### config.mk
export PLATFORM = sky130hd
export DESIGN_NAME = dmem_arbiter
export DESIGN_NICKNAME = d
export VERILOG_FILES = /design/src/rtl/dmem_arbiter.sv
export SDC_FILE = /design/constraint.sdc
export NUM_CORES = 1
export LEC_CHECK = 0
export ABC_AREA = 1
export CORE_AREA = 2 2 227 229
export CTS_CLUSTER_SIZE = 30
export DETAILED_ROUTE_END_ITERATION = 10
export DIE_AREA = 0 0 229 231
export PLACE_DENSITY_LB_ADDON = 0.08
export SKIP_LAST_GASP = 1
export SLEW_MARGIN = 0
export SYNTH_ARGS = -nofsm -noshare
export SYNTH_HDL_FRONTEND = slang
export SYNTH_SLANG_ARGS = --single-unit
### constraint.sdc
create_clock -name clk -period 5.15 [get_ports clk]
set_input_delay 1.03 -clock clk [delete_from_list [all_inputs] [get_ports clk]]
set_output_delay 1.03 -clock clk [all_outputs]
set_load 0.1 [all_outputs]
### src/rtl/dmem_arbiter.sv
// dmem_arbiter: round-robin arbiter that shares one Data_Memory port between
// the datapath (c) and the loader (d); one strobe per request, registered response.
`default_nettype none

module dmem_arbiter #(
    parameter int DATA_W = 64,
    parameter int ADDR_W = 64,
    parameter int DEPTH  = 128
) (
    input  logic              clk,
    input  logic              rst,
    input  logic              c_valid,
    output logic              c_ready,
    input  logic              c_we,
    input  logic [ADDR_W-1:0] c_addr,
    input  logic [DATA_W-1:0] c_wdata,
    output logic              c_rsp_valid,
    output logic [DATA_W-1:0] c_rdata,
    output logic              c_err,
    input  logic              d_valid,
    output logic              d_ready,
    input  logic              d_we,
    input  logic [ADDR_W-1:0] d_addr,
    input  logic [DATA_W-1:0] d_wdata,
    output logic              d_rsp_valid,
    output logic [DATA_W-1:0] d_rdata,
    output logic              d_err,
    output logic              MemWrite,
    output logic              MemRead,
    output logic [ADDR_W-1:0] MemAddr,
    output logic [DATA_W-1:0] WriteData,
    input  logic [DATA_W-1:0] ReadData,
    output logic              busy
);

    typedef enum logic [1:0] {
        IDLE   = 2'd0,
        ACCESS = 2'd1,
        RESP   = 2'd2
    } state_t;

    localparam logic [ADDR_W-1:0] ADDR_LIMIT = ADDR_W'(DEPTH * 8);

    state_t            state;
    logic              last;      // 1: d was granted last
    logic              owner;     // 1: current request belongs to d
    logic              req_err;
    logic              accept;
    logic              grant_d;
    logic              sel_we;
    logic              sel_err;
    logic [ADDR_W-1:0] sel_addr;
    logic [DATA_W-1:0] sel_wdata;

    assign accept  = ((state == IDLE) || (state == RESP)) && (c_valid || d_valid);
    assign grant_d = d_valid && (!c_valid || !last);
    assign c_ready = accept && !grant_d;
    assign d_ready = accept && grant_d;
    assign busy    = (state != IDLE);

    assign sel_we    = grant_d ? d_we    : c_we;
    assign sel_addr  = grant_d ? d_addr  : c_addr;
    assign sel_wdata = grant_d ? d_wdata : c_wdata;
    assign sel_err   = (sel_addr[2:0] != 3'b000) || (sel_addr >= ADDR_LIMIT);

    // Strobes are launched on the accept edge so they are registered and sit
    // exactly in the ACCESS cycle; the async reset drops them immediately.
    always_ff @(posedge clk or negedge rst) begin
        if (!rst) begin
            state       <= IDLE;
            last        <= 1'b1;
            owner       <= 1'b0;
            req_err     <= 1'b0;
            MemWrite    <= 1'b0;
            MemRead     <= 1'b0;
            MemAddr     <= '0;
            WriteData   <= '0;
            c_rsp_valid <= 1'b0;
            c_rdata     <= '0;
            c_err       <= 1'b0;
            d_rsp_valid <= 1'b0;
            d_rdata     <= '0;
            d_err       <= 1'b0;
        end else begin
            MemWrite    <= 1'b0;
            MemRead     <= 1'b0;
            c_rsp_valid <= 1'b0;
            c_rdata     <= '0;
            c_err       <= 1'b0;
            d_rsp_valid <= 1'b0;
            d_rdata     <= '0;
            d_err       <= 1'b0;

            if (accept) begin
                last      <= grant_d;
                owner     <= grant_d;
                req_err   <= sel_err;
                MemAddr   <= sel_addr;
                WriteData <= sel_wdata;
                MemWrite  <= sel_we && !sel_err;
                MemRead   <= !sel_we && !sel_err;
            end

            case (state)
                IDLE: begin
                    if (accept) state <= ACCESS;
                end
                ACCESS: begin
                    state       <= RESP;
                    c_rsp_valid <= !owner;
                    c_err       <= !owner && req_err;
                    c_rdata     <= (!owner && MemRead) ? ReadData : '0;
                    d_rsp_valid <= owner;
                    d_err       <= owner && req_err;
                    d_rdata     <= (owner && MemRead) ? ReadData : '0;
                end
                RESP: begin
                    state <= accept ? ACCESS : IDLE;
                end
                default: state <= IDLE;
            endcase
        end
    end

endmodule

`default_nettype wire

# Word-level counts from Yosys, hierarchy flattened
# Index checks and enable logic that the tools add are counted.
[op_classes]
n_addsub = 0
n_mul = 0
div_mod_pow = 0
order_cmp = 1
n_eq_ne = 3
shifts = 0
muxes = 16
n_bitwise = 0
reduce_logical = 23
[op_table]
columns = ["cell", "count"]
rows = [
  ["64-bit 2-to-1 mux", 6],
  ["64-bit by 11-bit >= comparator with 1-bit output, second input constant", 1],
  ["1-bit logical AND", 10],
  ["1-bit 2-to-1 mux", 8],
  ["1-bit logical NOT", 6],
  ["2-bit case mux with 3 select lines", 1],
  ["1-bit logical OR", 4],
  ["3-bit nonzero test", 1],
  ["2-bit by 1-bit == test with 1-bit output, second input constant", 1],
  ["2-bit == test, second input constant", 1],
  ["2-bit logical NOT", 1],
  ["2-bit 2-to-1 mux", 1],
  ["2-bit inequality test, second input constant", 1],
  ["2-bit nonzero test", 1],
]
[totals]
register_bits = 267
latch_bits = 0
ram_bits = 0
mem_bits_ro = 0
input_bits = 326
out_inout_bits = 265
word_cells = 57
n_memories = 0

# Depth between registers and ports, before layout
[logic_depth]
depth_word = 9
ltp_mapped = 13
ltp_nobuf = 12

# Least setup slack after synthesis
# Ideal clock, no wire load.
[synth_path]
kind = "input port to output port"
start = "in d_valid"
end = "out c_ready"
arrival_ps = 2637
required_time_ps = 4120
path_slack_ps = 1483
stages = 6
path_buffers = 2
cell_sequence = "buf_2 nor2_1 nor2_4 inv_2 nor2_1 clkbuf_1"
[synth_via]
elab_chain_cells = 3
word_cells_on_any_way = 5
cone_classes = "reduce/logical (5)"
[synth_rtl]
columns = ["element", "line", "rtl"]
rows = [
  ["start, declared", "20", "input logic d_valid,"],
  ["1-bit logical OR or 1-bit logical AND (tied branches)", "55, 56", ""],
  ["1-bit logical AND or 1-bit logical NOT (tied branches)", "55, 57", ""],
  ["1-bit logical AND (*)", "57", "assign c_ready = accept && !grant_d;"],
  ["end, declared", "13", "output logic c_ready,"],
]
# Every way passes the cells marked *; elsewhere a longest branch is shown, timed or not.

# Worst setup path after layout
# Same ends and word-level chain as after synthesis.

==> run metrics <==
clk buf depth 3; worst setup margin 1620 ps; leakage power 8.64 nW; Post-CTS Setup Bufs 0; max-cap violations 0; final setup vio count 0; iteration-0 DRC count of the detailed router 588; clk slew on worst S/H paths 60 ps; Avg Synthesized Cell Area 8.53 um2; FP Rows 83; internal power 4.57 mW; via/cell ratio 4.13; run status completed; Min Hold Slack 457 ps; Tmin final 3530 ps; Net Sw Power 3.47 mW; Distinct cells, synth 22; WL/cell 18.3 um; Die Wd 229 um; PostCTS Resize Cnt 0; combinational share of power 39.3%; Num CTS Buffers 35; dpl hpwl 34600 um; setup TNS 0 ps; first-pass GRT wire length 70300 um; hold crit path type reg2reg; switching part of the total 43.2%; Remaining DRCs 0; sequential area share after synthesis 59.6%; Worst-Margin Slew 1150 ps; register area 0.00668 mm2; Core Region 0.0507 mm2; Slew Limit Fails 0; skew final 12.3 ps; Clock Latency Late Sink 530 ps; H-tree depth 2; Worst EP arrival 2500 ps; port bufs 590; area delta synth->final 68.5%; Mapped Cells 1313; DRT Pass-1 Iters 5; number of nets with antenna violations after routing 0; number of global-route vias before repair 11100; cell area after layout 0.0189 mm2; largest net degree at the start of global routing 117; multi-input logic area 0.00361 mm2; DR vias 10600; fill count 5323; commonest non-fill, non-tap cells in the layout clkdlybuf4s50_1, nand2_1, dfrtp_1; Critical Path Start Type input pin; CTS tree built; Starting Density 22.1%; Hold-fix buffers, CTS 0; Tcrit/Tclk final 68.6%; # IOs 591; most common cell after layout, fill and taps aside clkdlybuf4s50_1; Post-Syn Nets 1639; mapped cell area 0.0112 mm2; RSZ-0062 raised after global routing false; sequential power share 30.8%; Yosys reg bits 267; pre-CTS setup slack 1330 ps; gp weighted congestion 0.776; total gr overflow 0; clock network power share 30.0%; fmax 283 MHz; initial antenna violation count 6; worst-path fanout max 58; GRT Total Usage 17.5%; Worst IR Drop VDD 257 uV; Slew HR 23.2%; clk sinks 267; DIE AREA 0.0529 mm2; Warnings, synthesis 0; critical path endpoint category primary output; critical setup path kind in2out; PwrDens 426 mW/mm2; NumNets Final 2198; Final Hold Vio Count 0; worst path required time 4120 ps; final WL 47100 um; die height 231 um; layout cell share with drive strength beyond 1 4.44%; CTS root buf clkbuf_16; placed inst area 0.0177 mm2
path summary, 6_finish.rpt:
kind | from | endpoint | slack [ps] | depth (start not counted)
max | d_valid | c_ready | 1620 | 6
min | state[1]$_DFFE_PN0P_ | state[1]$_DFFE_PN0P_ | 460 | 1
max reg2reg | state[0]$_DFFE_PN0P_ | MemAddr[21]$_DFFE_PN0P_ | 2510 | 5
min reg2reg | state[1]$_DFFE_PN0P_ | state[1]$_DFFE_PN0P_ | 460 | 1
max in group asynchronous | rst | WriteData[22]$_DFFE_PN0P_ | 3520 | 2
min in group asynchronous | rst | d_rdata[50]$_DFF_PN0_ | 570 | 1
cell usage after synthesis, drive strengths merged:
library cell | count | share of area [%]
buf | 36 | 1.9
nor2 | 59 | 2.1
clkbuf | 45 | 1.5
a31oi | 11 | 0.61
nand3 | 95 | 4.2
inv | 146 | 4.9
nand3b | 28 | 1.9
dfrtp | 266 | 59
o21ai | 62 | 2.8
nand2 | 431 | 15
nor3 | 130 | 5.8
dfstp | 1 | 0.23
or2 | 2 | 0.11
nand4 | 1 | 0.056
power groups by stage:
stage | clock network [mW] | registers, mW | logic (mW)
3_5_place_dp | 0 | 2.50 | 3.19
3_3_place_gp | 0 | 2.50 | 3.19
5_1_grt | 2.57 | 2.50 | 3.31
6_report | 2.41 | 2.47 | 3.15
4_1_cts | 2.50 | 2.47 | 3.20
2_1_floorplan | 0 | 4.15 | 0.499
cell families after synthesis:
group	Yosys count	synth area share, %
simple gates	746	28.7
flops	267	59.6
buf+inv	227	8.29
compound gates	73	3.38
final cells by class:
class                   instances  area share, %
flip-flops and latches        267           35.4
repair buffers                603           32.0
diodes                          3         0.0398
multi-input cells             819           19.1
clock inverters                11          0.656
inverters                     146           2.93
clock buffers                  46           5.29
well taps                     680           4.51
registers in the layout, indices dropped and copies added (netlist names), 2 cells and up:
| register | count |
|---|---|
| MemAddr | 64 |
| WriteData | 64 |
| c_rdata | 64 |
| d_rdata | 64 |
| state | 2 |
critical path, stage by stage:
cell and delay, ps:
buf_2 110, buf_4 540, nand2_4 240, inv_2 280
nor2_4 90, buf_12 170
metrics by stage:
stage	cells	util, %	power (mW)
after floorplan	1313	-	4.65
after global placement	2515	35.0	5.69
after detailed placement	2515	35.0	5.69
after CTS	2572	37.2	8.17
after global routing	2573	37.2	8.38
final	2575	37.2	8.04
layer usage:
layer | up-vias | GRT usage, % | wire length [um]
li1 | 5225 | - | -
met1 | 4948 | 20.9 | 19100
met2 | 385 | 29.0 | 22600
met3 | 79 | 6.24 | 4070
met4 | 6 | 6.33 | 1420
met5 | - | 0 | 33
No activity file was read; power rests on OpenSTA's default activity.
